===== config.mk =====
export PLATFORM = sky130hd
export DESIGN_NAME = codec_config_seq
export DESIGN_NICKNAME = d
export VERILOG_FILES = /design/src/rtl/codec_config_seq.sv
export SDC_FILE = /design/constraint.sdc
export NUM_CORES = 1
export LEC_CHECK = 0
export ABC_AREA = 1
export CORE_UTILIZATION = 40
export CTS_BUF_LIST = sky130_fd_sc_hd__clkbuf_8
export DETAILED_ROUTE_END_ITERATION = 16
export GPL_TIMING_DRIVEN = 0
export PLACE_DENSITY = 0.71
export REMOVE_ABC_BUFFERS = 1
export SLEW_MARGIN = 0
export SYNTH_ARGS = -nofsm -noshare
export SYNTH_HDL_FRONTEND = slang
export SYNTH_SLANG_ARGS = --single-unit

===== constraint.sdc =====
create_clock -name clk -period 2.5 [get_ports clk]
set_clock_uncertainty 0.2 [all_clocks]
set_input_delay 0.5 -clock clk [delete_from_list [all_inputs] [get_ports clk]]
set_output_delay 0.5 -clock clk [all_outputs]
set_load 0.02 [all_outputs]

===== src/rtl/codec_config_seq.sv =====
// WM8731 power-up register sequencer over a valid/ready I2C command port.
// Optional macro CODEC_CFG_VOLUME_EN adds a headphone volume update port.
module codec_config_seq #(
  parameter logic [6:0] DEV_ADDR     = 7'h1A,
  parameter int         PWRUP_CYCLES = 1000,
  parameter int         MAX_RETRY    = 3
) (
  input  logic        clk,
  input  logic        reset_n,
  input  logic        start,
`ifdef CODEC_CFG_VOLUME_EN
  input  logic        vol_valid,
  input  logic [6:0]  vol_level,
  output logic        vol_ready,
`endif
  output logic        cmd_valid,
  output logic [23:0] cmd_data,
  input  logic        cmd_ready,
  input  logic        rsp_valid,
  input  logic        rsp_nack,
  output logic        busy,
  output logic        done,
  output logic        error,
  output logic [3:0]  step
);

  typedef enum logic [2:0] {
    PWRUP, ISSUE, WAIT, DONE, ERROR
  } state_t;

  localparam logic [15:0] PWRUP_LOAD = 16'(PWRUP_CYCLES - 1);
  localparam logic [3:0]  RETRY_MAX  = 4'(MAX_RETRY);
  localparam logic [3:0]  LAST       = 4'd10;
  localparam logic [3:0]  VOL_L      = 4'hE;
  localparam logic [3:0]  VOL_R      = 4'hF;

  state_t      state, state_n;
  logic [15:0] cnt, cnt_n;
  logic [3:0]  retry, retry_n;
  logic [3:0]  step_n;
  logic        cmd_valid_n;
  logic [23:0] cmd_data_n;
  logic        busy_n, done_n, error_n;
  logic [6:0]  lvl_n;
  logic        vol_go;

  function automatic logic [15:0] word_of(
    input logic [3:0] idx,
    input logic [6:0] v
  );
    logic [15:0] w;
    unique case (idx)
      4'd0:    w = 16'h1E00;
      4'd1:    w = 16'h0C10;
      4'd2:    w = 16'h0017;
      4'd3:    w = 16'h0217;
      4'd4:    w = 16'h0479;
      4'd5:    w = 16'h0679;
      4'd6:    w = 16'h0812;
      4'd7:    w = 16'h0A00;
      4'd8:    w = 16'h0E02;
      4'd9:    w = 16'h1001;
      4'd10:   w = 16'h1201;
      VOL_L:   w = {7'h02, 2'b10, v};
      VOL_R:   w = {7'h03, 2'b00, v};
      default: w = 16'h0000;
    endcase
    return w;
  endfunction

`ifdef CODEC_CFG_VOLUME_EN
  logic [6:0] lvl;

  assign vol_go = (state == DONE) && vol_valid
                  && vol_ready && !start;
  assign lvl_n  = vol_go ? vol_level : lvl;

  // Volume level latch and DONE-only ready
  always_ff @(posedge clk or negedge reset_n) begin
    if (!reset_n) begin
      lvl       <= '0;
      vol_ready <= 1'b0;
    end else begin
      lvl       <= lvl_n;
      vol_ready <= (state_n == DONE);
    end
  end
`else
  assign vol_go = 1'b0;
  assign lvl_n  = 7'd0;
`endif

  // Next state and next registered output values
  always_comb begin
    state_n    = state;
    cnt_n      = cnt;
    retry_n    = retry;
    step_n     = step;
    cmd_data_n = cmd_data;
    unique case (state)
      PWRUP: begin
        if (cnt == 16'd0) begin
          state_n = ISSUE;
          step_n  = 4'd0;
          retry_n = 4'd0;
        end else begin
          cnt_n = cnt - 16'd1;
        end
      end
      ISSUE: begin
        if (cmd_valid && cmd_ready) state_n = WAIT;
      end
      WAIT: begin
        if (rsp_valid) begin
          if (!rsp_nack) begin
            retry_n = 4'd0;
            if (step == LAST || step == VOL_R) begin
              state_n = DONE;
            end else begin
              state_n = ISSUE;
              step_n  = step + 4'd1;
            end
          end else if (retry < RETRY_MAX) begin
            retry_n = retry + 4'd1;
            state_n = ISSUE;
          end else begin
            state_n = ERROR;
          end
        end
      end
      DONE: begin
        if (start) begin
          state_n = ISSUE;
          step_n  = 4'd0;
          retry_n = 4'd0;
        end else if (vol_go) begin
          state_n = ISSUE;
          step_n  = VOL_L;
          retry_n = 4'd0;
        end
      end
      ERROR: begin
        if (start) begin
          state_n = ISSUE;
          step_n  = 4'd0;
          retry_n = 4'd0;
        end
      end
      default: state_n = PWRUP;
    endcase
    // Command word is loaded only on entry to ISSUE so it holds while valid
    if (state_n == ISSUE && state != ISSUE)
      cmd_data_n = {DEV_ADDR, 1'b0, word_of(step_n, lvl_n)};
    cmd_valid_n = (state_n == ISSUE);
    done_n      = (state_n == DONE);
    error_n     = (state_n == ERROR);
    busy_n      = !(done_n || error_n);
  end

  // State register and registered outputs
  always_ff @(posedge clk or negedge reset_n) begin
    if (!reset_n) begin
      state     <= PWRUP;
      cnt       <= PWRUP_LOAD;
      retry     <= '0;
      step      <= '0;
      cmd_valid <= 1'b0;
      cmd_data  <= '0;
      busy      <= 1'b1;
      done      <= 1'b0;
      error     <= 1'b0;
    end else begin
      state     <= state_n;
      cnt       <= cnt_n;
      retry     <= retry_n;
      step      <= step_n;
      cmd_valid <= cmd_valid_n;
      cmd_data  <= cmd_data_n;
      busy      <= busy_n;
      done      <= done_n;
      error     <= error_n;
    end
  end

endmodule


# == After elaboration in Yosys (flattened, before gate mapping) ==
# Memory sizes are Yosys's and may differ from the RTL's. A register that Yosys moved wholly into a read port is not among the register bits.
# Cells that the tools add are included.
# totals
wordCells,61
ram_bits,0
output_inout_bits,32
mem_bits_ro,192
input_bits,6
n_memories,1
reg_bits,48
latch_bits,0
# op_classes
muxes,20
bitwise_logic,1
order_cmp,1
n_reduce_logical,12
addsub,3
div_mod_pow,0
n_mul,0
shifts,0
eq_ne,14
# memory_table
name,depth,word_bits,rd,rd_clocked_by_memory_dff,write_ports,line_no,rtl
(no name shown),16,12,1,1,0,52,unique case (idx)
# op_table
operator,n
4-bit two-way mux,10
4-bit one-hot mux with 3 select lines,2
3-bit two-way mux,6
16-bit zero test,1
16-bit by 1-bit subtractor with 16-bit output (second input constant),1
3-bit one-hot mux with 4 select lines,1
3-bit by 2-bit equality test with 1-bit output (second input constant),3
4-bit by 1-bit adder with 4-bit output (second input constant),2
4-bit equality test (second input constant),2
3-bit by 1-bit equality test with 1-bit output (second input constant),2
3-bit equality test (second input constant),2
5-bit AND reduction,1
4-bit by 2-bit less-than comparator with 1-bit output (second input constant),1
2-bit != test (second input constant),2
3-bit zero test,1
3-bit by 1-bit != test with 1-bit output (second input constant),1
3-bit != test (second input constant),1
3-bit nonzero test,1
1-bit logical AND,2
1-bit zero test,2
1-bit logical OR,2
2-bit two-way mux,1
2-bit by 1-bit != test with 1-bit output (second input constant),1
2-bit AND reduction,1
2 further kinds,2

# == Depth between registers and ports, before layout ==
# Gate-level depths: netlist of run 1.
# depth
word_depth,9
ltp_mapped,16
depth_no_buf,16

# == Least setup slack after synthesis of run 1 ==
# Ideal clock, no wire load.
# synth_path
path_kind,reg-to-reg
start,reg cnt[0]
end,reg cmd_data[9]
path_buffers,0
synth_period_minus_slack_ns,2.480
setup_time_ns,0.124
path_stages_with_launch,17
t_required_ns,2.176
setup_slack_ns,0.020
t_arrival_ns,2.156
cell_sequence,dfstp_2 -> inv_1 -> ha_1 -> nand2_1 -> nor2_1 -> nand2_1 -> nand2_4 -> nand3_1 -> nand2_1 -> nand2_1 -> inv_1 -> ha_1 -> or2_2 -> nand3_1 -> nand2_1 -> nand2_1 -> nand3_1
# synth_between
elab_cells_between_ends,7
classes_between,1 x eq/ne; 4 x mux; 2 x reduce/logical
# synth_rtl
element,line_no,rtl
"start, declared",38,"logic [15:0] cnt, cnt_n;"
"start signal, assigned",174,cnt <= cnt_n;
16-bit zero test,102,if (cnt == 16'd0) begin
4-bit two-way mux,102,
4-bit one-hot mux with 3 select lines,100,unique case (state)
via step_n[1],40,logic [3:0] step_n;
"end, declared",17,"output logic [23:0] cmd_data,"
# The timed path passes the listed nets, and every way through them passes these cells.
# A chain may end at the register's enable or synchronous reset.

# == Worst setup path in the final report of run 1 ==
# Ends and elaborated chain as after synthesis.

==> run summary, run 1 <==
=================================================================================================
Starting density of the core                                                                0.412
Count of placed standard cells in the final layout, fillers left out                          450
Detail-routed via count per cell                                                             4.80
Clk slew on worst S/H paths                                                               0.08 ns
Die W                                                                                     82.9 um
Iter 0 DRT Violations                                                                          88
Required time of the critical path                                                        2.49 ns
Max-slew violation total from the final report                                                  0
Number of distinct library cell variants in the gate-level netlist after synthesis             34
Routability-driven placement congestion ratio                                               0.862
Port Buf Inserts                                                                               28
Portion of the post-synthesis area used by sequential elements                              0.406
Cell taking the most area after synthesis                                            sky130_fd_sc_hd__dfrtp_1
Setup crit start kind                                                                        flop
Drt wl/cell                                                                               11.3 um
Combined global-route utilization of all metal layers                                       0.153
Number of sinks on the clock net                                                               42
Kind of end point of the critical path                                                       flop
Overflow left after global routing                                                              0
Initial antenna violation count                                                                 0
Cell area after technology mapping                                                   0.00262 mm^2
Startpoint of the most critical hold path                                                retry[3]
Area growth from synthesis to final layout                                                  21.3%
Final Cycle Share                                                                           0.970
Half-perimeter wire length of the detailed placement result                               3690 um
R2r setup slk                                                                             0.08 ns
Area used by sequential logic in the layout                                          0.00107 mm^2
Leading cell type by number of instances after synthesis                             sky130_fd_sc_hd__nand2_1
Fin. Hold Viols                                                                                 0
Cell types with the largest area share after synthesis                               sky130_fd_sc_hd__dfrtp_1 (32%), sky130_fd_sc_hd__nand2_1 (14%), sky130_fd_sc_hd__dfstp_2 (9.0%), sky130_fd_sc_hd__nand3_1 (5.0%), sky130_fd_sc_hd__ha_1 (4.8%)
Largest voltage drop on the vdd net                                                      0.463 mV
DRC violation count after routing                                                               0
Number of cells traversed by the worst register-to-register path                               16
Clock Root Buffer                                                                    sky130_fd_sc_hd__clkbuf_8
Wirelength, routed                                                                        5110 um
Status                                                                               complete, no violations
Number of diodes added for antenna fixing                                                       0
Full die area                                                                        0.00687 mm^2
Worst min-delay path endpoint                                                            retry[3]
TritonCTS buffer count                                                                          5
Xor/xnor share of the synthesized area                                                     0.0468
Insertion delay of the later-clocked pin in the worst-skew pair                           0.30 ns
Post-synth EDFFs                                                                                0
PwrDens                                                                               786 mW/mm^2
Minimum setup slack after placement                                                     -0.478 ns
Floorplan core area                                                                  0.00635 mm^2
Hold Slack                                                                               0.269 ns
Number of nets with antenna violations after routing                                            0
Top-area cell type share of the netlist area                                                0.315
Number of top-level design ports                                                               38
Main flop type after synthesis                                                       sky130_fd_sc_hd__dfrtp_1
Worst Hold Path Cells                                                                           2
Post-synthesis sequential element count                                                        42
Mean Syn Cell Area                                                                      7.91 um^2
Peak clock frequency supported by timing                                                0.412 GHz
Leak pwr                                                                                  1.69 nW
CTS Buffer Depth                                                                                2
Largest net degree at the start of global routing                                              32
Setup TNS                                                                                    0 ns
Global-route wire length before repair                                                    8670 um
Share of synthesized area spent on multiplexers                                           0.00382
Adder-cell share of the synthesized area                                                   0.0478
Critical register-to-register path startpoint                                              cnt[0]
Via count of the first global-routing pass                                                   1982
Critical register-to-register path endpoint                                           cmd_data[9]
Count of endpoints failing setup in the final report                                            0
Async set-or-reset flop fraction in the synthesized netlist                                  1.00
Final setup margin                                                                      0.0751 ns
Layout fillers                                                                                580
Highest fanout seen on the critical path                                                        4
Number of standard-cell rows in the floorplan                                                  29
Post-layout nets                                                                              388
TritonCTS clock tree                                                                         done
Area occupied by multi-input gates                                                   0.00140 mm^2
Number of cells produced by synthesis                                                         331
Die Ht                                                                                    82.9 um
Synth Area in Simple Gates                                                                  0.362
Compound-gate portion of the synthesized area                                              0.0402
DR pass1 iterations                                                                             4
Total of max-cap violations                                                                     0
Cell types with the highest counts after synthesis                                   sky130_fd_sc_hd__nand2_1 (101), sky130_fd_sc_hd__dfrtp_1 (33), sky130_fd_sc_hd__nor2_1 (33)
Category of the critical setup timing path                                           flop to flop
Yosys warning total                                                                             0
Combinational family with the most area after synthesis                              simple AND/OR/NAND/NOR gates
Arrival time at the worst endpoint                                                        2.41 ns
H-tree depth                                                                                    2
Fin crit period                                                                           2.42 ns
Fraction of layout cells with a size suffix above 1                                         0.225
Cells after DPL                                                                               430
Worst hold-check path type                                                           flop to flop
Detailed-route via count                                                                     2160
=================================================================================================
==> routing by layer <==
layer  track usage  part of all wire  vias up
met2         0.273              0.50       24
li1              -                 -     1109
met5             0                 0        -
met3        0.0328             0.023       10
met1         0.189              0.46     1017
met4        0.0376             0.015        0
==> per-stage QoR <==
stage	utilization	total power, mW	cell area (um^2)
after floorplan	-	1.62	2530
after global placement	0.459	1.93	2910
after detailed placement	0.461	1.95	2930
after CTS	0.484	2.45	3070
after global routing	0.500	2.68	3170
final	0.500	2.50	3170
==> sequential cells by signal (all words and copies together), names as in the netlist <==
register	cells
busy	1
cmd_valid	1
done	1
cnt	16
state	3
step	4
error	1
cmd_data	11
retry	4
==> worst max-delay path by stage <==
stage	startpoint	endpoint	slack, ns	cells after the start
2_1_floorplan	cnt[0]	cmd_data[9]	-0.03	16
3_3_place_gp	rsp_valid	cmd_data[9]	-0.44	14
4_1_cts	cnt[0]	cmd_data[9]	0.007	16
5_1_grt	cnt[0]	cmd_data[9]	-0.03	16
6_report	cnt[0]	cmd_data[9]	0.08	16
3_5_place_dp	rsp_valid	cmd_data[9]	-0.48	14
==> what timing repair did <==
action                     CTS  global route
setup buffers                3             8
hold buffers                 1             0
setup endpoints to repair    7             4
hold endpoints to repair    10             0
gates resized for setup      8            17
pin swaps                    3             2
==> layout by cell type, fill, tap and decap left out, drive strengths merged, types with 2 or more instances in the layout <==
| cell | synthesis | routed |
|---|---|---|
| ha | 10 | 10 |
| buf | 15 | 13 |
| clkbuf | 0 | 6 |
| nand3 | 33 | 33 |
| nor3 | 5 | 5 |
| dfstp | 9 | 9 |
| nand2 | 108 | 108 |
| o21ai | 12 | 12 |
| nor4 | 3 | 3 |
| nor2 | 40 | 40 |
| conb | 1 | 9 |
| or2 | 2 | 2 |
| clkdlybuf4s50 | 0 | 25 |
| dlymetal6s2s | 0 | 2 |
| xor2 | 11 | 11 |
| a21oi | 3 | 3 |
| xnor2 | 3 | 3 |
| inv | 34 | 35 |
| nand4 | 4 | 4 |
| o31ai | 2 | 2 |
| dfrtp | 33 | 33 |
==> layout make-up <==
cell class	count	share of cell area
Tap cell	77	0.0304
Sequential cell	42	0.336
Clock inverter	2	0.00276
Timing Repair Buffer	41	0.124
Clock buffer	6	0.0260
Multi-Input combinational cell	248	0.441
Inverter	34	0.0402
==> kinds of logic after synthesis <==
family,Yosys count
and+or+nand+nor,196
buffers and inverters,49
DFF,42
AOI/OAI and AO/OA,18
xor gates and xnor gates,14
adders and majority gates,10
other,1
muxes,1
==> critical path, cell delays in order (launching register included) <==
cell,delay [ns]
sky130_fd_sc_hd__dfstp_2,0.55
sky130_fd_sc_hd__inv_2,0.06
sky130_fd_sc_hd__ha_2,0.18
sky130_fd_sc_hd__nand2_1,0.06
sky130_fd_sc_hd__nor2_1,0.04
sky130_fd_sc_hd__nand2_1,0.10
sky130_fd_sc_hd__nand2_4,0.09
sky130_fd_sc_hd__nand2_4,0.09
sky130_fd_sc_hd__nand2_1,0.07
sky130_fd_sc_hd__nand3_2,0.10
sky130_fd_sc_hd__inv_2,0.05
sky130_fd_sc_hd__ha_2,0.18
sky130_fd_sc_hd__or2_2,0.29
sky130_fd_sc_hd__nand3_1,0.08
sky130_fd_sc_hd__nand2_1,0.05
sky130_fd_sc_hd__nand2_1,0.05
sky130_fd_sc_hd__nand3_1,0.07
==> power by group <==
group / switching [mW] / internal (mW) / total, mW
combinational: 0.681 / 0.471 / 1.15
sequential: 0.0899 / 0.797 / 0.887
clock: 0.239 / 0.219 / 0.458
total: 1.01 / 1.49 / 2.50
Note: power is estimated with default switching activity, not from simulation.
==> inputs of run 2 (changes only) <==
--- a/config.mk
+++ b/config.mk
@@ -5,12 +5,11 @@
 export SDC_FILE = /design/constraint.sdc
 export NUM_CORES = 1
 export LEC_CHECK = 0
-export ABC_AREA = 1
 export CORE_UTILIZATION = 40
 export CTS_BUF_LIST = sky130_fd_sc_hd__clkbuf_8
 export DETAILED_ROUTE_END_ITERATION = 16
 export GPL_TIMING_DRIVEN = 0
-export PLACE_DENSITY = 0.71
+export PLACE_DENSITY = 0.72
 export REMOVE_ABC_BUFFERS = 1
 export SLEW_MARGIN = 0
 export SYNTH_ARGS = -nofsm -noshare
==> run 2 against run 1 <==
- the run now ends with negative setup slack left
- largest power group unchanged
- sequential cell count unchanged
- wire length up 12%
- die area decreased by 5.0%
- synthesized cell count shrank 29%
- global-route usage increased by 2.2 points
- non-clock buffer count grew 24
- utilization rose by 7.8 points
- first-iteration DRC count is 10% lower
- cell count fell by 17%
- maximum frequency down 9.0%
- highest routed layer unchanged
==> run summary, run 2 <==
=================================================================================================
Status                                                                               finished, violations left
Violations in the final reports                                                      negative setup slack
Number of diodes added for antenna fixing                                                       0
Leak pwr                                                                                  1.49 nW
Port Buf Inserts                                                                               28
Number of top-level design ports                                                               38
Count of endpoints failing setup in the final report                                            9
Setup TNS                                                                               -0.716 ns
Post-layout nets                                                                              312
Detailed-route via count                                                                     1995
Max-slew violation total from the final report                                                  0
Peak clock frequency supported by timing                                                0.375 GHz
Number of cells produced by synthesis                                                         235
Largest voltage drop on the vdd net                                                      0.505 mV
Count of placed standard cells in the final layout, fillers left out                          372
DRC violation count after routing                                                               0
Max reg flops                                                                                  16
Sequential share of power                                                                   0.351
Yosys warning total                                                                             0
Die W                                                                                     80.8 um
Arrival time at the worst endpoint                                                        2.65 ns
TritonCTS clock tree                                                                         done
Top-area cell type share of the netlist area                                                0.332
Starting density of the core                                                                0.417
Cell area after technology mapping                                                   0.00248 mm^2
Overflow left after global routing                                                              0
Cell types with the highest counts after synthesis                                   sky130_fd_sc_hd__dfrtp_1 (33), sky130_fd_sc_hd__nand2_1 (25), sky130_fd_sc_hd__nor2_1 (25)
Cell taking the most area after synthesis                                            sky130_fd_sc_hd__dfrtp_1
Global-route wire length before repair                                                    8760 um
Final Cycle Share                                                                            1.07
Fin. Hold Viols                                                                                 0
Post-route cell area                                                                 0.00344 mm^2
Biggest register                                                                              cnt
Half-perimeter wire length of the detailed placement result                               3270 um
Combined global-route utilization of all metal layers                                       0.176
DR pass1 iterations                                                                             4
Met3 GRT Util                                                                              0.0360
Floorplan core area                                                                  0.00596 mm^2
TritonCTS buffer count                                                                          5
Post-synth EDFFs                                                                                0
Largest net degree at the start of global routing                                              33
Cells after DPL                                                                               326
Area growth from synthesis to final layout                                                  38.5%
Category of the critical setup timing path                                           flop to flop
Registers with the most flip-flops                                                   cnt: 16 flops, cmd_data: 11 flops
Cell types with the largest area share after synthesis                               sky130_fd_sc_hd__dfrtp_1 (33%), sky130_fd_sc_hd__dfstp_2 (9.5%), sky130_fd_sc_hd__ha_1 (5.0%), sky130_fd_sc_hd__buf_4 (4.2%), sky130_fd_sc_hd__nand2_1 (3.8%)
Portion of the post-synthesis area used by sequential elements                              0.428
M1 GR Usage                                                                                 0.231
Drt wl/cell                                                                               15.4 um
Via count of the first global-routing pass                                                   1840
Kind of end point of the critical path                                                       flop
Minimum setup slack after placement                                                      -1.27 ns
Startpoint of the most critical hold path                                            cmd_data[12]
Routability-driven placement congestion ratio                                               0.751
Commonest cells after routing, fill and taps aside                                   sky130_fd_sc_hd__buf_4 (30), sky130_fd_sc_hd__dfrtp_1 (27), sky130_fd_sc_hd__nand2_1 (25), sky130_fd_sc_hd__clkdlybuf4s50_1 (25), sky130_fd_sc_hd__nor2_1 (20)
Final setup margin                                                                      -0.165 ns
Required time of the critical path                                                        2.48 ns
DP Area                                                                              0.00274 mm^2
Iter 0 DRT Violations                                                                          79
Die Ht                                                                                    80.8 um
Main flop type after synthesis                                                       sky130_fd_sc_hd__dfrtp_1
Worst hold-check path type                                                           flop to flop
Mean Syn Cell Area                                                                      10.6 um^2
Wirelength, routed                                                                        5730 um
Setup crit start kind                                                                        flop
Clk slew on worst S/H paths                                                               0.08 ns
Number of sinks on the clock net                                                               42
Relative contribution of combinational cells to total power                                 0.469
Insertion delay of the later-clocked pin in the worst-skew pair                           0.29 ns
Detail-routed via count per cell                                                             5.36
Most frequent standard cell in the layout excluding fill and tap cells               sky130_fd_sc_hd__buf_4
Worst setup path start                                                                    step[0]
Full die area                                                                        0.00653 mm^2
Met2 capacity usage during global routing                                                   0.283
RSZ-0062 raised after global routing                                                          yes
Post-synthesis sequential element count                                                        42
Share of power burned in the clock network                                                  0.180
Net switching share of the total power                                                      0.382
NetSw                                                                                      979 uW
CTS Buffer Depth                                                                                2
Async set-or-reset flop fraction in the synthesized netlist                                  1.00
Hold Slack                                                                               0.283 ns
Critical register-to-register path startpoint                                             step[0]
Initial antenna violation count                                                                 0
Fraction of layout cells with a size suffix above 1                                         0.397
Fin crit period                                                                           2.67 ns
H-tree depth                                                                                    2
Number of nets with antenna violations after routing                                            0
GR peak layer                                                                                met2
Highest fanout seen on the critical path                                                        4
Clock Root Buffer                                                                    sky130_fd_sc_hd__clkbuf_8
Total of max-cap violations                                                                     0
Leading cell type by number of instances after synthesis                             sky130_fd_sc_hd__dfrtp_1
Internal power                                                                            1.58 mW
PwrDens                                                                               745 mW/mm^2
Number of distinct library cell variants in the gate-level netlist after synthesis             62
Number of standard-cell rows in the floorplan                                                  28
=================================================================================================
## run 2: cell types whose count changed in the layout (fill, tap and decap cells not counted), moves of 6 or more
cell / change
sky130_fd_sc_hd__nor2_1: -11
sky130_fd_sc_hd__nand2_1: -73
sky130_fd_sc_hd__inv_1: -14
sky130_fd_sc_hd__nand3_2: -7
sky130_fd_sc_hd__o21ai_0: -6
sky130_fd_sc_hd__nand3_1: -21
sky130_fd_sc_hd__ha_4: +6
sky130_fd_sc_hd__buf_4: +19
sky130_fd_sc_hd__inv_2: -10
## run 2: path summary, 6_finish.rpt
| path | end | slack, ns | cells after the start |
|---|---|---|---|
| worst max-delay path | cmd_data[9] | -0.17 | 11 |
| worst min-delay path | cmd_data[12] | 0.28 | 1 |
| worst max register to register | cmd_data[9] | -0.17 | 11 |
| worst min register to register | cmd_data[12] | 0.28 | 1 |
| max in group asynchronous | cnt[5] | 1.19 | 3 |
| min in group asynchronous | done | 0.40 | 2 |
## run 2: through the flow
step            util  power [mW]
2_1_floorplan      -        1.44
6_report       0.578        2.56
3_3_place_gp   0.457        1.70
3_5_place_dp   0.460        1.71
5_1_grt        0.578        2.70
4_1_cts        0.532        2.32
## run 2: cell families (layout without fill, tap and decap cells)
| group | Yosys count | in the layout | synth area share |
|---|---|---|---|
| AND/OR/NAND/NOR | 89 | 91 | 0.231 |
| AO/OA/AOI/OAI | 42 | 42 | 0.141 |
| flip-flops | 42 | 42 | 0.428 |
| buffers and inverters | 34 | 86 | 0.0861 |
| XOR/XNOR | 14 | 14 | 0.0494 |
| adder cells (fa/ha/maj) | 10 | 10 | 0.0504 |
| multiplexers | 3 | 3 | 0.0126 |
| other | 1 | 9 | 0.00151 |
## run 2: repair_timing
action / in CTS / in global routing
hold endpoints to repair: 9 / 0
resized for setup: 37 / 29
pin swaps: 17 / 25
hold buffers: 1 / 0
endpoints found under the setup margin: 16 / 13
gates cloned: 0 / 2
setup buffers: 18 / 17
## run 2: power by group through the flow
stage / logic (mW) / clock network (mW) / registers [mW]
2_1_floorplan: 0.473 / 0 / 0.964
3_3_place_gp: 0.810 / 0 / 0.886
3_5_place_dp: 0.824 / 0 / 0.889
4_1_cts: 0.959 / 0.476 / 0.884
5_1_grt: 1.30 / 0.492 / 0.913
6_report: 1.20 / 0.462 / 0.899
## run 2: cell type report
| type | instances | area [um^2] |
|---|---|---|
| clock inverters | 2 | 12.5 |
| multi-input cells | 169 | 1540 |
| fillers | 475 | 2520 |
| clock buffers | 6 | 82.6 |
| repair buffers | 65 | 592 |
| flip-flops and latches | 42 | 1070 |
| well taps | 75 | 93.8 |
| inverters | 13 | 53.8 |
## run 2: layer usage
layer  up-vias  part of all wire
li1        930                 -
met1       997              0.44
met2        60              0.50
met3         8             0.047
met4         0             0.014
met5         -                 0
## run 2: critical path: stages, from the launching register on
cell	delay [ns]
sky130_fd_sc_hd__dfrtp_2	0.45
sky130_fd_sc_hd__inv_2	0.08
sky130_fd_sc_hd__ha_4	0.14
sky130_fd_sc_hd__mux2i_4	0.06
sky130_fd_sc_hd__o211ai_1	0.37
sky130_fd_sc_hd__and3_1	0.28
sky130_fd_sc_hd__o2bb2ai_4	0.16
sky130_fd_sc_hd__inv_4	0.08
sky130_fd_sc_hd__ha_4	0.18
sky130_fd_sc_hd__nor3_4	0.21
sky130_fd_sc_hd__a2111oi_2	0.06
sky130_fd_sc_hd__a211o_1	0.27
==> inputs of run 3 (changes only) <==
--- a/config.mk
+++ b/config.mk
@@ -5,11 +5,13 @@
 export SDC_FILE = /design/constraint.sdc
 export NUM_CORES = 1
 export LEC_CHECK = 0
+export CELL_PAD_IN_SITES_DETAIL_PLACEMENT = 1
+export CELL_PAD_IN_SITES_GLOBAL_PLACEMENT = 1
 export CORE_UTILIZATION = 40
 export CTS_BUF_LIST = sky130_fd_sc_hd__clkbuf_8
 export DETAILED_ROUTE_END_ITERATION = 16
 export GPL_TIMING_DRIVEN = 0
-export PLACE_DENSITY = 0.72
+export PLACE_DENSITY = 0.83
 export REMOVE_ABC_BUFFERS = 1
 export SLEW_MARGIN = 0
 export SYNTH_ARGS = -nofsm -noshare
==> constraint.sdc (replaced) <==
create_clock -name clk -period 3.18 [get_ports clk]
set_clock_uncertainty 0.2 [all_clocks]
set_input_delay 0.636 -clock clk [delete_from_list [all_inputs] [get_ports clk]]
set_output_delay 0.636 -clock clk [all_outputs]
set_load 0.02 [all_outputs]
==> run 3 against run 2 <==
- the flow now finishes without violations
- global-route usage up 0.72 points
- combinational power down 43%
- clock power shrank 21%
- worst hold slack worse by 0.17 ns
- cell count shrank 8.3%
- non-clock buffer count fell by 29
- wire length fell by 5.3%
- largest power group is now registers
==> run summary, run 3 (synthesis gave the netlist of run 2 again) <==
=====================================================================================
Status                                                                   complete, no violations
Fraction of layout cells with a size suffix above 1                             0.226
Number of diodes added for antenna fixing                                           0
Cells after DPL                                                                   326
Number of top-level design ports                                                   38
Critical path's slowest cell                                             sky130_fd_sc_hd__clkdlybuf4s50_1
Die Ht                                                                        80.8 um
Commonest cells after routing, fill and taps aside                       sky130_fd_sc_hd__dfrtp_1 (33), sky130_fd_sc_hd__clkdlybuf4s50_1 (27), sky130_fd_sc_hd__nand2_1 (25), sky130_fd_sc_hd__nor2_1 (25), sky130_fd_sc_hd__inv_1 (12)
Post-route cell area                                                     0.00296 mm^2
Worst hold-check path type                                               input port to asynchronous set/reset pin
Setup crit start kind                                                      input port
DR pass1 iterations                                                                 4
Critical Path Stages                                                               10
Category of the critical setup timing path                               input port to flop
Actual slew at the worst max-slew pin                                        0.588 ns
Minimum setup slack after placement                                         -0.794 ns
Post-layout util                                                                0.496
Worst path cell trace                                                    clkdlybuf4s50_1 -> nor2b_4 -> o211ai_1 -> and3_1 -> o2bb2ai_2 -> inv_1 -> ha_1 -> nor2_1 -> a2111oi_1 -> a211o_1
Cell class contributing the biggest share of worst-path delay            buffers and inverters
Clk slew on worst S/H paths                                                   0.09 ns
Iter 0 DRT Violations                                                              64
Largest incremental delay on the critical path                                0.63 ns
Starting density of the core                                                    0.417
Fin crit period                                                               2.98 ns
Max-slew violation total from the final report                                      0
Max reg flops                                                                      16
Overflow left after global routing                                                  0
DP Area                                                                  0.00275 mm^2
Fin. Hold Viols                                                                     0
TritonCTS clock tree                                                             done
Half-perimeter wire length of the detailed placement result                   3740 um
Count of endpoints failing setup in the final report                                0
Total of max-cap violations                                                         0
Hold bufs inserted after CTS                                                        0
Drt wl/cell                                                                   15.9 um
Peak clock frequency supported by timing                                    0.336 GHz
Number of nets with antenna violations after routing                                0
Routability-driven placement congestion ratio                                   0.758
Final Cycle Share                                                               0.937
Post-layout nets                                                                  281
TritonCTS buffer count                                                              5
CTS Buffer Depth                                                                    2
Required time of the critical path                                            3.17 ns
Kind of end point of the critical path                                           flop
Global-route wire length before repair                                        8920 um
Number of cells traversed by the worst register-to-register path                   10
Largest voltage drop on the vdd net                                          0.398 mV
Registers with the most flip-flops                                       cnt: 16 flops, cmd_data: 11 flops
Arrival time at the worst endpoint                                            2.97 ns
Full die area                                                            0.00653 mm^2
Largest net degree at the start of global routing                                  23
Highest fanout seen on the critical path                                            6
Die W                                                                         80.8 um
Detail-routed via count per cell                                                 5.31
Floorplan core area                                                      0.00596 mm^2
Number of standard-cell rows in the floorplan                                      28
Leak pwr                                                                      1.31 nW
Combined global-route utilization of all metal layers                           0.183
Area growth from synthesis to final layout                                      19.0%
Final setup margin                                                           0.201 ns
Wirelength, routed                                                            5430 um
Via count of the first global-routing pass                                       1809
Insertion delay of the later-clocked pin in the worst-skew pair               0.30 ns
Worst setup path start                                                       rsp_nack
Biggest register                                                                  cnt
Tightest slew margin relative to the limit                                      0.608
Port Buf Inserts                                                                   28
Buffer and inverter count on the worst path                                         2
Number of sinks on the clock net                                                   42
Count of placed standard cells in the final layout, fillers left out              341
Initial antenna violation count                                                     0
Total Power                                                                   1.75 mW
Critical register-to-register path startpoint                                 step[1]
PwrDens                                                                   593 mW/mm^2
Most frequent standard cell in the layout excluding fill and tap cells   sky130_fd_sc_hd__dfrtp_1
Critical register-to-register path endpoint                               cmd_data[9]
Clock Root Buffer                                                        sky130_fd_sc_hd__clkbuf_8
DRC violation count after routing                                                   0
Layout fillers                                                                    667
RSZ-0062 raised after global routing                                              yes
R2r setup slk                                                                 0.25 ns
H-tree depth                                                                        2
Detailed-route via count                                                         1810
=====================================================================================
run 3: per-stage QoR:
| step | hold slack [ns] | setup TNS, ns |
|---|---|---|
| final | 0.118 | 0 |
| after global routing | 0.145 | -0.0234 |
| after floorplan | 0.140 | 0 |
| after CTS | 0.126 | 0 |
| after global placement | 0.261 | -4.24 |
| after detailed placement | 0.265 | -4.60 |
run 3: final cells by class:
cell class / instances / area (um^2) / share of cell area
Tap cell: 75 / 93.8 / 0.0317
Clock buffer: 6 / 82.6 / 0.0279
Multi-Input combinational cell: 167 / 1300 / 0.440
Sequential cell: 42 / 1060 / 0.359
Inverter: 13 / 48.8 / 0.0165
Clock inverter: 2 / 12.5 / 0.00423
Timing Repair Buffer: 36 / 355 / 0.120
run 3: power breakdown:
part / total, mW / internal [mW] / switching (mW)
sequential: 0.698 / 0.611 / 0.0871
combinational: 0.689 / 0.300 / 0.390
clock: 0.366 / 0.175 / 0.192
total: 1.75 / 1.09 / 0.669
run 3: per-layer routing:
metal,GRT usage,part of all wire,vias to the layer above
met5,0,0,-
met4,0.0804,0.021,0
met3,0.0393,0.032,10
met2,0.301,0.49,38
met1,0.231,0.46,900
li1,-,-,862
run 3: worst max path at each step:
stage	endpoint	slack, ns
3_3_place_gp	cmd_data[0]	-0.75
5_1_grt	cmd_data[9]	-0.02
2_1_floorplan	cmd_data[0]	0.17
3_5_place_dp	cmd_data[0]	-0.79
4_1_cts	cmd_data[9]	0.03
6_report	cmd_data[9]	0.20
run 3: repair_timing:
item / 4_1_cts / 5_1_grt
endpoints found under the hold margin: 0 / 0
setup endpoints to repair: 8 / 6
resized for setup: 3 / 7
setup buffers: 0 / 7
pin swaps: 0 / 3
run 3: worst reg2reg max path, cell delays in order (launching register included):
cell                        delay (ns)
sky130_fd_sc_hd__dfrtp_1          0.47
sky130_fd_sc_hd__ha_1             0.26
sky130_fd_sc_hd__mux2i_1          0.12
sky130_fd_sc_hd__o211ai_1         0.38
sky130_fd_sc_hd__and3_1           0.24
sky130_fd_sc_hd__o2bb2ai_2        0.16
sky130_fd_sc_hd__inv_1            0.14
sky130_fd_sc_hd__ha_1             0.36
sky130_fd_sc_hd__nor2_1           0.17
sky130_fd_sc_hd__a2111oi_1        0.07
sky130_fd_sc_hd__a211o_1          0.27
==> RTL edit 1, RTL diff (flow settings as in run 2) <==
The parameter `PWRUP_CYCLES` goes from 1000 to 500.
--- a/src/rtl/codec_config_seq.sv
+++ b/src/rtl/codec_config_seq.sv
@@ -3,5 +3,5 @@
 module codec_config_seq #(
   parameter logic [6:0] DEV_ADDR     = 7'h1A,
-  parameter int         PWRUP_CYCLES = 1000,
+  parameter int         PWRUP_CYCLES = 500,
   parameter int         MAX_RETRY    = 3
 ) (
Behaviour: same outputs for any inputs over 10 cycles, from zero or initial values and one cycle with reset_n low; that may be too few to reach the edited logic, so the function may still have changed.
==> RTL edit 1 against run 2 <==
Maximum frequency is 0.23% higher; setup slack improved by 6.1 ps; total power about the same; sequential cell count is the same; routed wire length rose by 0.70%; global-route usage grew 0.10 points; non-clock buffer count rose by 2; clock power increased by 21%; cell area fell by 0.11%; area after synthesis barely moved; via count decreased by 2.1%; first-iteration DRC count is 30% higher; the run still ends with setup timing left; count of clock-buffer cells in the layout did not move.
==> RTL edit 1: results (changes against run 2) <==
- Outcome: finished, violations left (unchanged)
- Failing checks: setup timing (unchanged)
- Setup TNS: -592.6 ps (was -716.4 ps)
- Synth Area in Compound Gates: 14.11% (about the same)
- Grt met3 use: 4.157% (was 3.596%)
- DR pass1 iterations: 4 (unchanged)
- Power Internal: 1.635 mW (was 1.584 mW)
- Met2 track demand over resource: 28.05% (was 28.31%)
- Met3 WL post-DR: 290 um (was 270 um)
- Leak pwr: 1.517 nW (was 1.491 nW)
- Largest net degree at the start of global routing: 33 (unchanged)
- Syn_area_per_cell: 10.56 um^2 (was 10.57 um^2)
- Clock net power: 560 uW (was 462 uW)
- Grt met1 use: 23.42% (was 23.12%)
- Post-synthesis mux area share: 1.260% (was 1.259%)
- # setup viols final: 7 (was 9)
- Met1 Wirelength: 2501 um (was 2514 um)
- Sequential area share after synthesis: 42.74% (was 42.77%)
- Routed length on met2: 2891 um (was 2861 um)
- XOR/XNOR share of the synthesized area: 4.940% (was 4.937%)
- Gates resized, CTS repair: 34 (was 37)
- Initial drt markers: 103 (was 79)
- Layout cells sized above 1: 38.38% (was 39.73%)
- Pre-CTS WS: -1339 ps (was -1272 ps)
- Dpl hpwl: 3241 um (was 3273 um)
- Commonest cells in the netlist: dfrtp_1, nand2_1, nor2_1 (unchanged)
- Seq pwr share: 33.4% (was 35.1%)
- Ys async rst share: 100.0% (unchanged)
- Total CTS buffers: 5 (unchanged)
- Area contributors post-synth: dfrtp_1, dfstp_2, ha_1 (unchanged)
- Sw Ratio: 36.21% (was 38.19%)
- First-pass GRT wire length: 8763 um (was 8756 um)
- Critical Path AT: 2650 ps (about the same)
- Post-Synth Adder-Cell Area: 5.040% (was 5.038%)
- Placer Congestion: 0.7606 (was 0.7505)
- Vias per cell: 5.250 (was 5.363)
- Final WL: 5766 um (was 5726 um)
- Largest fanout on the critical path: 6 (was 4)
- Area after DPL: 2736 um^2 (was 2738 um^2)
- Initial antenna violation count: 0 (unchanged)
- VDD IR max: 562.5 uV (was 505.4 uV)
- Vias in the first global route: 1,789 (was 1,840)
- GRT Total Usage: 17.67% (was 17.57%)
- Post-CTS setup buffers: 16 (was 18)
- Fin worst setup slack: -159.3 ps (was -165.4 ps)
[RTL edit 1: critical path, stage by stage, from the launching register on]
cell and delay [ps]:
dfrtp_1 500, mux2i_4 250, o211ai_1 380, and3_1 290, o2bb2ai_4 160, inv_4 70, ha_4 250, nor2_4 140
a2111oi_4 50, a211o_1 270
[RTL edit 1: worst paths after layout]
check                        start     endpoint  slack, ps  cells past startpoint
max                        step[2]  cmd_data[9]       -160                      9
min in group asynchronous  reset_n    cmd_valid        410                      2
max reg2reg                step[2]  cmd_data[9]       -160                      9
max in group asynchronous  reset_n       cnt[5]       1170                      3
min reg2reg                cnt[15]      cnt[15]        290                      1
min                        cnt[15]      cnt[15]        290                      1
[RTL edit 1: area by class of cell]
type,count,area [um^2]
Clock buffer,6,82.58
Timing Repair Buffer,67,603.1
Multi-Input combinational cell,167,1503
Fill cell,484,2520
Sequential cell,42,1067
Inverter,13,52.55
Clock inverter,2,33.78
Tap cell,75,93.84
==> RTL edit 2, RTL diff (flow settings as in run 2) <==
Without the edit above. Re-encode `state_t` (5 states) as one-hot, 5 bits wide.
--- a/src/rtl/codec_config_seq.sv
+++ b/src/rtl/codec_config_seq.sv
@@ -25,6 +25,6 @@
 );
 
-  typedef enum logic [2:0] {
-    PWRUP, ISSUE, WAIT, DONE, ERROR
+  typedef enum logic [4:0] {
+    PWRUP = 5'b00001, ISSUE = 5'b00010, WAIT = 5'b00100, DONE = 5'b01000, ERROR = 5'b10000
   } state_t;
 
Behaviour: no difference found for any inputs over 10 cycles, from zero or initial values and one cycle with reset_n low; not proved beyond that.
==> RTL edit 2 against run 2 <==
Setup slack got worse by 35 ps; critical path type unchanged; highest routed layer unchanged; die area is 3.2% higher; sequential cell count increased by 2; area after synthesis is 3.3% higher; routed wire length rose by 13%; critical endpoint is now cmd_data[10]; cell area is 4.5% higher; global-route usage rose by 1.0 points; total power up 1.7%; sequential share of layout area is essentially flat; the flow still finishes with violations (setup timing).
==> RTL edit 2: results (changes against run 2) <==
- Dpl hpwl: 3532 um (was 3273 um)
- Via count: 2,206 (was 1,995)
- First-pass GRT wire length: 9466 um (was 8756 um)
- Initial drt markers: 181 (was 79)
- Placer Congestion: 0.8447 (was 0.7505)
- Leak pwr: 1.572 nW (was 1.491 nW)
- Min-delay worst type: reg2reg (unchanged)
- Worst-Skew Late Latency: 310 ps (was 290 ps)
- Number of fill cells: 477 (was 475)
- Ys async rst share: 100.0% (unchanged)
- I/O Buffers: 28 (unchanged)
- Ys flop type: dfrtp_1 (unchanged)
- Cell variety after synth: 61 (was 62)
- Largest fanout on the critical path: 6 (was 4)
- Initial antenna violation count: 0 (unchanged)
- DRC Markers: 0 (unchanged)
- Number of synthesized flops with an enable pin: 0 (unchanged)
- Area after DPL: 2836 um^2 (was 2738 um^2)
- CP delay by family, top: compound AO/OA/AOI/OAI gates (unchanged)
- Fin worst setup slack: -200.0 ps (was -165.4 ps)
- Largest net degree at the start of global routing: 30 (was 33)
- Area contributors post-synth: dfrtp_1, dfstp_2, ha_1 (unchanged)
- Commonest cells in the netlist: dfrtp_1, nand2_1, nor2_1 (unchanged)
- Layout cells sized above 1: 37.61% (was 39.73%)
- Largest stage delay, worst path: 440 ps
- Biggest regs: cnt (16), cmd_data (11), state (5) (was cnt (16), cmd_data (11))
- Outcome: finished, violations left (unchanged)
- DR pass1 iterations: 4 (unchanged)
- Clock buffer depth: 2 (unchanged)
- CTS H-Tree Depth: 2 (unchanged)
- Sequential area share after synthesis: 43.39% (was 42.77%)
- VDD IR max: 415.0 uV (was 505.4 uV)
- Critical Path AT: 2710 ps (was 2650 ps)
- Slew headroom: a little under two thirds
- Diodes inserted: 0 (unchanged)
- # setup viols final: 8 (was 9)
- Clock-pin slew on the worst setup and hold paths: around 90 ps
- Ys Warns: 0 (unchanged)
- Clk root buf: clkbuf_8 (unchanged)
- CP max-delay cell: dfrtp_2 (unchanged)
- GRT Total Usage: 18.60% (was 17.57%)
- Vias in the first global route: 2,021 (was 1,840)
- Failing checks: setup timing (unchanged)
- Drt wl/cell: 16.04 um (was 15.39 um)
- Total CTS buffers: 5 (unchanged)
- Pre-CTS WS: -935.1 ps (was -1272 ps)
- Final #Nets: 343 (was 312)
[RTL edit 2: worst paths after layout]
check | cells past startpoint | startpoint | slack, ps | endpoint
worst max-delay path | 13 | step[0] | -200 | cmd_data[10]
worst min-delay path | 1 | cmd_data[11] | 280 | cmd_data[11]
worst max register to register | 13 | step[0] | -200 | cmd_data[10]
worst min register to register | 1 | cmd_data[11] | 280 | cmd_data[11]
max in group asynchronous | 3 | reset_n | 1080 | state[0]
min in group asynchronous | 2 | reset_n | 450 | cmd_data[1]
[RTL edit 2: metal layers]
metal | GRT usage [%] | part of all wire [%] | vias up
li1 | - | - | 1023
met1 | 22.61 | 42 | 1109
met2 | 32.73 | 52 | 59
met3 | 3.626 | 3.4 | 15
met4 | 6.316 | 2.4 | 0
met5 | 0 | 0 | -
[RTL edit 2: stage by stage]
| step | cells | utilization, % | power, mW | TNS (ps) |
|---|---|---|---|---|
| 3_5_place_dp | 348 | 46.80 | 1.732 | -9581 |
| 3_3_place_gp | 347 | 46.55 | 1.717 | -23670 |
| 4_1_cts | 391 | 55.31 | 2.459 | -463.5 |
| 2_1_floorplan | 244 | - | 1.448 | -2420 |
| 6_report | 402 | 59.31 | 2.606 | -934.4 |
| 5_1_grt | 402 | 59.31 | 2.731 | -1900 |
[RTL edit 2: layout make-up]
| class | count | share of cell area, % |
|---|---|---|
| multi-input cells | 187 | 43.72 |
| flip-flops and latches | 44 | 31.15 |
| well taps | 75 | 2.611 |
| inverters | 13 | 1.636 |
| clock inverters | 3 | 0.4525 |
| clock buffers | 5 | 1.914 |
| repair buffers | 75 | 18.52 |
[RTL edit 2: cells by family after synthesis]
| kind of cell | synth area share [%] |
|---|---|
| flip-flops | 43.39 |
| AND/OR/NAND/NOR | 19.75 |
| XOR/XNOR | 5.461 |
| adder cells (fa/ha/maj) | 5.363 |
| buffers and inverters | 7.801 |
| AO/OA/AOI/OAI | 16.77 |
| other | 0.1461 |
| multiplexers | 1.316 |
[RTL edit 2: repair_timing]
item / CTS / global route
gates resized for setup: 44 / 35
hold endpoints to repair: 14 / 0
endpoints found under the setup margin: 18 / 13
setup buffers: 34 / 12
pin swaps: 15 / 14
hold buffers: 1 / 0
[RTL edit 2: where the power goes]
group          total [mW]  leakage [nW]  internal (mW)  switching (mW)
registers           0.901         0.548          0.811          0.0896
logic                1.24         0.978          0.612           0.632
clock network       0.461        0.0453          0.192           0.269
total                2.61          1.57           1.62           0.991
